## src/rtl/pwm_pulse_decoder.sv

```systemverilog
// Servo-style PWM receiver: measures filtered high time in c50m ticks and maps it to a 10-bit duty value.
// Define PWM_DECODE_AVG_EN to report the mean of the last four accepted values instead of the latest one.
module pwm_pulse_decoder #(
  parameter int MIN_TICKS     = 50000,
  parameter int MAX_TICKS     = 100000,
  parameter int SCALE         = 1341,
  parameter int TIMEOUT_TICKS = 1250000,
  parameter int FILTER_LEN    = 4
) (
  input  logic       c50m,
  input  logic       reset,
  input  logic       PWMin,
  output logic [9:0] PWMvalue,
  output logic       PWMvalid,
  output logic       PWMerror,
  output logic       PWMlost
);

  localparam int W_W    = $clog2(2 * MAX_TICKS + 2);
  localparam int P_W    = $clog2(TIMEOUT_TICKS + 1);
  localparam int F_W    = (FILTER_LEN > 1) ? $clog2(FILTER_LEN) : 1;
  localparam int D_W    = $clog2(MAX_TICKS - MIN_TICKS + 1);
  localparam int S_W    = $clog2(SCALE + 1);
  localparam int PROD_W = (D_W + S_W > 34) ? D_W + S_W : 34;

  localparam logic [W_W-1:0]    W_HALF_MIN = W_W'(MIN_TICKS / 2);
  localparam logic [W_W-1:0]    W_MIN      = W_W'(MIN_TICKS);
  localparam logic [W_W-1:0]    W_MAX      = W_W'(MAX_TICKS);
  localparam logic [W_W-1:0]    W_REJ      = W_W'(2 * MAX_TICKS);
  localparam logic [W_W-1:0]    W_SAT      = W_W'(2 * MAX_TICKS + 1);
  localparam logic [P_W-1:0]    P_LAST     = P_W'(TIMEOUT_TICKS - 1);
  localparam logic [P_W-1:0]    P_SAT      = P_W'(TIMEOUT_TICKS);
  localparam logic [F_W-1:0]    F_LAST     = F_W'(FILTER_LEN - 1);
  localparam logic [PROD_W-1:0] SCALE_P    = PROD_W'(SCALE);

  typedef enum logic [1:0] {S_ARM, S_LOW, S_HIGH, S_EVAL} state_t;

  state_t           state_q, state_d;
  logic [1:0]       sync_q, sync_d;
  logic             filt_q, filt_d;
  logic [F_W-1:0]   filt_cnt_q, filt_cnt_d;
  logic [W_W-1:0]   width_q, width_d;
  logic [P_W-1:0]   period_q, period_d;
  logic             s1_ok_q, s1_ok_d;
  logic             s1_err_q, s1_err_d;
  logic             s1_full_q, s1_full_d;
  logic [D_W-1:0]   s1_diff_q, s1_diff_d;
  logic [9:0]       value_q, value_d;
  logic             valid_q, valid_d;
  logic             error_q, error_d;
  logic             lost_q, lost_d;

  logic             rise, fall, loss;
  logic             start, width_inc, eval_en;
  logic [PROD_W-1:0] prod_hi;
  logic [9:0]       scaled;
  logic [9:0]       new_value;

  // Synchronizer and filter come out of reset high, so a pulse already in progress
  // at reset release is seen as high and ARM waits for its end.
  always_comb begin
    // NOTE: every combinational output gets a default first so no path infers a latch.
    sync_d     = {sync_q[0], PWMin};
    filt_d     = filt_q;
    filt_cnt_d = '0;
    if (sync_q[1] != filt_q) begin
      if (filt_cnt_q == F_LAST) filt_d = sync_q[1];
      else                      filt_cnt_d = filt_cnt_q + 1'b1;
    end
  end

  // Edges are taken from the filter's next value so EVAL lines up with the first filtered-low cycle.
  assign rise = filt_d & ~filt_q;
  assign fall = ~filt_d & filt_q;

  always_ff @(posedge c50m or posedge reset) begin
    if (reset) state_q <= S_ARM;
    // NOTE: sequential state uses non-blocking assignments so all flops update from pre-edge values.
    else       state_q <= state_d;
  end

  always_comb begin
    state_d = state_q;
    case (state_q)
      S_ARM:   if (!filt_q) state_d = S_LOW;
      S_LOW:   if (rise)    state_d = S_HIGH;
      S_HIGH:  if (fall)    state_d = S_EVAL;
      S_EVAL:  state_d = rise ? S_HIGH : S_LOW;
      default: state_d = S_ARM;
    endcase
    if (loss) state_d = S_ARM;
  end

  always_comb begin
    start     = 1'b0;
    width_inc = 1'b0;
    eval_en   = 1'b0;
    case (state_q)
      S_LOW:   start = rise;
      S_HIGH:  width_inc = filt_d;
      S_EVAL:  begin
        eval_en = ~loss;
        start   = rise;
      end
      default: ;
    endcase
  end

  always_comb begin
    width_d = width_q;
    if (start)                             width_d = W_W'(1);
    else if (width_inc && width_q != W_SAT) width_d = width_q + 1'b1;
    period_d = period_q;
    if (start)                 period_d = '0;
    else if (period_q != P_SAT) period_d = period_q + 1'b1;
  end

  // Loss fires once, on the step into saturation; a restart the same cycle pre-empts it.
  assign loss = !start && (period_q == P_LAST);

  always_comb begin
    s1_ok_d   = 1'b0;
    s1_err_d  = 1'b0;
    s1_full_d = 1'b0;
    s1_diff_d = '0;
    if (eval_en) begin
      if (width_q < W_HALF_MIN || width_q > W_REJ) begin
        s1_err_d = 1'b1;
      end else begin
        s1_ok_d   = 1'b1;
        s1_full_d = (width_q > W_MAX);
        if (width_q >= W_MIN && width_q <= W_MAX) s1_diff_d = D_W'(width_q - W_MIN);
      end
    end
  end

  always_comb begin
    prod_hi = (PROD_W'(s1_diff_q) * SCALE_P) >> 16;
    scaled  = (s1_full_q || (|prod_hi[PROD_W-1:10])) ? 10'd1023 : prod_hi[9:0];
  end

`ifdef PWM_DECODE_AVG_EN
  logic [2:0][9:0] hist_q, hist_d;
  logic [11:0]     avg_sum;

  always_comb begin
    avg_sum = 12'(scaled) + 12'(hist_q[0]) + 12'(hist_q[1]) + 12'(hist_q[2]);
    hist_d  = hist_q;
    if (loss)         hist_d = '0;
    else if (valid_d) hist_d = {hist_q[1], hist_q[0], scaled};
  end

  assign new_value = 10'(avg_sum >> 2);

  always_ff @(posedge c50m or posedge reset) begin
    // NOTE: the history is a tiny register file, so it is reset like any other flop to start the mean from zero.
    if (reset) hist_q <= '0;
    else       hist_q <= hist_d;
  end
`else
  assign new_value = scaled;
`endif

  always_comb begin
    valid_d = s1_ok_q & ~loss;
    error_d = s1_err_q & ~loss;
    value_d = value_q;
    lost_d  = lost_q;
    if (loss) begin
      value_d = '0;
      lost_d  = 1'b1;
    end else if (valid_d) begin
      value_d = new_value;
      lost_d  = 1'b0;
    end
  end

  always_ff @(posedge c50m or posedge reset) begin
    if (reset) begin
      sync_q     <= 2'b11;
      filt_q     <= 1'b1;
      filt_cnt_q <= '0;
      width_q    <= '0;
      period_q   <= '0;
      s1_ok_q    <= 1'b0;
      s1_err_q   <= 1'b0;
      s1_full_q  <= 1'b0;
      s1_diff_q  <= '0;
      value_q    <= '0;
      valid_q    <= 1'b0;
      error_q    <= 1'b0;
      lost_q     <= 1'b1;
    end else begin
      sync_q     <= sync_d;
      filt_q     <= filt_d;
      filt_cnt_q <= filt_cnt_d;
      width_q    <= width_d;
      period_q   <= period_d;
      s1_ok_q    <= s1_ok_d;
      s1_err_q   <= s1_err_d;
      s1_full_q  <= s1_full_d;
      s1_diff_q  <= s1_diff_d;
      value_q    <= value_d;
      valid_q    <= valid_d;
      error_q    <= error_d;
      lost_q     <= lost_d;
    end
  end

  assign PWMvalue = value_q;
  assign PWMvalid = valid_q;
  assign PWMerror = error_q;
  assign PWMlost  = lost_q;

endmodule

```

## config.mk

```make
export PLATFORM = sky130hd
export DESIGN_NAME = pwm_pulse_decoder
export DESIGN_NICKNAME = d
export VERILOG_FILES = /design/src/rtl/pwm_pulse_decoder.sv
export SDC_FILE = /design/constraint.sdc
export NUM_CORES = 1
export LEC_CHECK = 0
export BUFFER_PORTS_ARGS = -buffer_cell sky130_fd_sc_hd__buf_4
export CAP_MARGIN = 40
export CORE_MARGIN = 2
export CORE_UTILIZATION = 35
export CTS_CLUSTER_DIAMETER = 150
export DETAILED_ROUTE_END_ITERATION = 8
export GPL_ROUTABILITY_DRIVEN = 0
export HOLD_SLACK_MARGIN = 0.08
export PLACE_DENSITY = 0.57
export SETUP_SLACK_MARGIN = 0.02
export SLEW_MARGIN = 20
export SYNTH_ARGS = -nofsm -noshare
export SYNTH_HDL_FRONTEND = slang
export SYNTH_SLANG_ARGS = --single-unit
```

## constraint.sdc

```tcl
create_clock -name c50m -period 5.7 [get_ports c50m]
set_clock_uncertainty 0.15 [all_clocks]
set_input_delay 0.855 -clock c50m [delete_from_list [all_inputs] [get_ports c50m]]
set_output_delay 0.855 -clock c50m [all_outputs]
set_load 0.005 [all_outputs]
```

---- After elaboration in Yosys (flattened, before gate mapping) ----
Cells that the tools add are included.
storage, ports and cells
  flip-flop bits (word level) ............. 78
  bits of input ports ..................... 3
cells by class
  add/sub/neg operators ................... 4
  multiply operators ...................... 1
  $lt $le $gt $ge ......................... 5
  eq/ne operators ......................... 11
  muxes and demuxes ....................... 31
  bitwise logic cells ..................... 7
  reduce and logical (&&, ||, !) cells .... 12
operator list
  kind                                                                  count
  2-to-1 mux 16 bit                                                     3
  2-to-1 mux 21 bit                                                     2
  2-to-1 mux 18 bit                                                     2
  2-to-1 mux 10 bit                                                     3
  multiplier 16 x 11 -> 27 bit (second input constant)                  1
  adder 21 x 1 -> 21 bit (second input constant)                        1
  equality test 21 bit (second input constant)                          1
  inequality test 21 bit (second input constant)                        1
  adder 18 x 1 -> 18 bit (second input constant)                        1
  greater-or-equal comparator 18 x 16 -> 1 bit (second input constant)  1
  > comparator 18 x 17 -> 1 bit (second input constant)                 1
  > comparator 18 bit (second input constant)                           1
  <= comparator 18 x 17 -> 1 bit (second input constant)                1
  < comparator 18 x 15 -> 1 bit (second input constant)                 1
  inequality test 18 bit (second input constant)                        1
  subtractor 16 bit (second input constant)                             1
  2-to-1 mux 2 bit                                                      7
  2-to-1 mux 1 bit                                                      13
  inequality test 3 bit (second input constant)                         3
  one-hot mux 2 bit (4 select lines)                                    1
  equality test 2 bit (second input constant)                           3
  nonzero test 2 bit                                                    3
  bitwise AND 1 bit                                                     4
  logical AND 1 bit                                                     3
  9 further kinds                                                       12

---- Logic depth before layout (Yosys ltp) ----
  depth in word-level cells ............... 11
  depth in mapped cells ................... 18

---- Worst setup path after synthesis ----
OpenSTA, ideal clock, no wires.
  kind .................................... reg2reg
  from .................................... register s1_diff_q[6]
  to ...................................... register value_q[0] (netlist: PWMvalue[0])
  arrival ................................. 4.704 ns
  path slack .............................. 0.701 ns
  stages on the path, launching flop included .. 17
  buffers on the path ..................... 0
  clock period less this slack ............ 4.999 ns
  cell sequence ........................... dfrtp_1 > ha_1 > fa_1 > fa_1 > fa_1 > inv_1 > fa_1 > inv_1 > ha_1 > nand2_1 > nor2_1 > nand2_1 > o21ai_0 > a31oi_1 > xnor2_1 > nor3b_2 > a21oi_1
between the ends
  longest elaborated chain between the ends .. 5
ends and longest elaborated chain
  element                           RTL line  RTL
  start, declared                   47        logic [D_W-1:0] s1_diff_q, s1_diff_d;
  start signal, assigned            202       s1_diff_q <= s1_diff_d;
  multiplier 16 x 11 -> 27 bit (*)  138       prod_hi = (PROD_W'(s1_diff_q) * SCALE_P) >> 16;
  logical OR 1 bit                  139       scaled = (s1_full_q || (|prod_hi[PROD_W-1:10])) ? 10'd1023 : prod_hi[9:0];
  2-to-1 mux 10 bit (*)             139
  2-to-1 mux 10 bit (*)             172       end else if (valid_d) begin
  2-to-1 mux 10 bit (*)             169       if (loss) begin
  end signal, assigned              203       value_q <= value_d;
  end, declared                     48        logic [9:0] value_q, value_d;
Mark *: on every way between the ends. The rest lies on a longest branch, timed or not. The select of a mux whose other input is x is not followed.
A chain may end at the register's enable or synchronous reset.

---- Worst setup path after layout ----
  from .................................... register s1_diff_q[2]
  to ...................................... register value_q[3] (netlist: PWMvalue[3])
Same word-level chain as after synthesis.

==> reports/results.tsv <==
stage	metric	value	unit
routing	total length of routed wires	13.03	mm
critical_path	WS Path Type	register to register	
grt	grt total ovfl	0	
finish	most common cell after layout, fill and taps aside	ha_1	
critical_path	Slowest cell on crit path	fa_1	
synthesis	post-synthesis sequential area ratio	27.76	%
floorplanning	Core Area	19590	um^2
routing	vias after detailed routing	4637	
flow_run	maximum capacitance violations	0	
finish	n_diodes	0	
finish	most frequent cells in the layout	ha_1, inv_1, dfrtp_1, fa_1, nor2_1	
timing	TNS Setup	0	ns
timing	FMAX	188.1	MHz
clocking	Root Buffer	clkbuf_16	
synthesis	area leader, netlist	dfrtp_1	
power_and_ir_drop	VDD IR max	0.2160	mV
routing	DR pass1 iterations	6	
floorplanning	chip height	145.9	um
clocking	Sink Count	78	
finish	Final nets	887	
power_and_ir_drop	leakage	4.307	nW
synthesis	Synth top area share	26.27	%
critical_path	Top Family by Delay on Critical Path	adder cells	
grt	pin count of the biggest net entering global routing	48	
hold_path	worst min path class	register to register	
timing	pin slew with the least headroom to its limit	0.6546	ns
timing	setup violators final	0	
floorplanning	Die W	145.9	um
finish	Fill cells	1945	
floorplanning	Die Area	21290	um^2
outcome	status	finished clean	
clocking	Inserted Clock Buffers	9	
grt	vias in the first global route	4752	
routing	Vias/cell	4.717	
timing	Tmin final	5.317	ns
timing	max-slew violations	0	
synthesis	EDFF count, synth	0	
synthesis	largest cells by area after synthesis	dfrtp_1, ha_1, fa_1	
synthesis	syn_nets	873	
timing	final count of hold timing violations	0	
synthesis	Synth Flop Type	dfrtp_1	
synthesis	Synth Area per Inst	10.08	um^2
clocking	CTS max path bufs	2	
place	IO buf count	15	
timing	fin crit share	93.27	%
critical_path	worst endpoint required time	5.77	ns
critical_path	crit end category	register	
synthesis	Mapped Area	7048	um^2
synthesis	asr flop ratio synth	100.0	%
floorplanning	Ports	16	
floorplanning	starting density of the core	35.98	%
power_and_ir_drop	PwrDens	178.7	nW/um^2
clocking	CTS H-tree depth	3	
synthesis	Yosys Warn Count	0	
critical_path	Worst setup SP type	register	
synthesis	post-synthesis register bit count	78	
grt	initial antenna violation count	0	
timing	Slew HR	55.97	%
routing	Routed Antenna Nets	0	
clocking	CTS tree	built	
clocking	Worst-path clk slew	0.06	ns
routing	DRC Markers	0	
critical_path	CP max FO	10	
routing	DR iter-0 viols	223	
critical_path	Worst Path Buf+Inv	5	
critical_path	Most common cell on crit path	inv_1	
timing	RSZ-0062 raised after global routing	no	
critical_path	Max stage delay on crit path	0.54	ns
clocking	hold_buf cts	0	
floorplanning	Row Count	51	
clocking	Worst-Skew Late Latency	0.34	ns
finish	layout cells sized above 1	8.774	%
critical_path	crit-path cells	inv_1 > fa_1 > inv_1 > ha_1 > ha_1 > inv_1 > fa_1 > fa_1 > inv_1 > ha_1 > o21ai_0 > a22oi_1 > a311oi_1 > o21ai_1 > a31oi_1 > xnor2_1 > nor3b_2 > buf_4 > a21oi_1	
grt	first-pass GRT wire length	22.93	mm
finish	Area Growth Syn to Fin	10.63	%
synthesis	Synth Instances	699	
synthesis	count of cell types in the netlist	60	
critical_path	WP data arrival	5.39	ns
grt	gr usage total	13.15	%
place	DP Wirelength	10.48	mm
finish	Final Util	39.80	%
routing	Routed WL per cell	13.26	um
worst reg2reg max path: cells and delay by family, from the launching register on:
kind                     cells  cell delay, ns
AO/OA/AOI/OAI                6            1.46
XOR/XNOR                     1            0.13
adder cells (fa/ha/maj)      6            2.40
buffers and inverters        5            0.45
flip-flops                   1            0.45
AND/OR/NAND/NOR              1            0.16
worst paths after layout:
kind | from | end | slack [ns] | cells after the start
max reg2reg | s1_diff_q[2]$_DFF_PP0_ | PWMvalue[3]$_DFFE_PP0P_ | 0.38 | 19
max in group asynchronous | reset | filt_q$_DFF_PP1_ | 4.33 | 4
min reg2reg | sync_q[0]$_DFF_PP1_ | sync_q[1]$_DFF_PP1_ | 0.21 | 0
min in group asynchronous | reset | period_q[9]$_DFFE_PP0P_ | 0.45 | 3
min | sync_q[0]$_DFF_PP1_ | sync_q[1]$_DFF_PP1_ | 0.21 | 0
max | s1_diff_q[2]$_DFF_PP0_ | PWMvalue[3]$_DFFE_PP0P_ | 0.38 | 19
state kept, by name, indices dropped and copies added, names as in the netlist:
| name | flops |
|---|---|
| PWMerror | 1 |
| PWMlost | 1 |
| PWMvalid | 1 |
| PWMvalue | 10 |
| filt_cnt_q | 2 |
| filt_q | 1 |
| period_q | 21 |
| s1_diff_q | 16 |
| s1_err_q | 1 |
| s1_full_q | 1 |
| s1_ok_q | 1 |
| state_q | 2 |
| sync_q | 2 |
| width_q | 18 |
routing by layer:
metal  global-route usage, %  share of wire [%]
met3                   2.539                2.2
met4                   3.529                1.3
met2                   20.64                 47
met1                   18.62                 50
met5                       0                  0
stage by stage:
step / instances / hold slack (ns) / area [um^2] / worst slack [ns] / total power, W
6_report: 983 / 0.2064 / 7797 / 0.3834 / 0.001394
5_1_grt: 983 / 0.2118 / 7797 / 0.04904 / 0.001468
4_1_cts: 983 / 0.2087 / 7797 / 0.1750 / 0.001417
3_5_place_dp: 967 / 0.2000 / 7478 / 0.1792 / 0.0008078
3_3_place_gp: 966 / 0.1990 / 7451 / 0.3383 / 0.0008030
2_1_floorplan: 699 / 0.1952 / 7048 / 0.7008 / 0.0007662
what timing repair did:
action	CTS	global route
endpoints found under the setup margin	0	10
setup buffers	0	0
resized for setup	0	1
kinds of logic (layout without fill, tap and decap cells):
logic type | Yosys count | count (layout) | share of synthesized area (%)
buffers and inverters | 115 | 134 | 6.373
AO/OA/AOI/OAI | 92 | 92 | 7.864
multiplexers | 2 | 2 | 0.3018
flip-flops | 78 | 78 | 27.77
AND/OR/NAND/NOR | 186 | 186 | 13.79
XOR/XNOR | 55 | 55 | 6.835
adder cells (fa/ha/maj) | 171 | 171 | 37.07
where the power goes:
part | switching, W | total [W] | internal (W) | leakage (nW)
clock network | 0.000223 | 0.000599 | 0.000376 | 0.159
logic | 0.0000765 | 0.000144 | 0.0000674 | 3.10
registers | 0.0000507 | 0.000651 | 0.000600 | 1.05
total | 0.000350 | 0.00139 | 0.00104 | 4.31
Yosys cell counts (2+ instances only):
cell,count
nor3b_1,2
nor2_2,10
nand3_1,15
dfrtp_1,74
xor2_1,33
inv_1,96
nor3_1,6
and2_1,4
nand4_1,9
o21bai_1,2
nand4b_1,2
dfstp_2,4
nor4_1,5
buf_1,3
a31oi_1,7
fa_1,63
nand3b_1,4
or3_1,4
a21boi_0,2
nor2_1,58
a21o_1,10
xnor2_1,22
o21ai_0,27
nand2_1,35
nand2b_1,3
a21oi_1,29
or4_1,3
clkbuf_1,13
ha_1,108
o21a_1,3
or4b_1,2
o311a_1,2
and3_1,8
nor2b_1,5
cell type report:
type / instances / area (um^2) / area share [%]
multi-input combinational: 506 / 4647 / 59.60
sequential: 78 / 1957 / 25.10
inverter: 97 / 365.4 / 4.685
tap: 265 / 331.6 / 4.252
clock buffer: 12 / 266.5 / 3.418
timing repair buffer: 21 / 177.7 / 2.279
clock inverter: 4 / 52.55 / 0.6739
No activity file was read; power rests on OpenSTA's default activity.
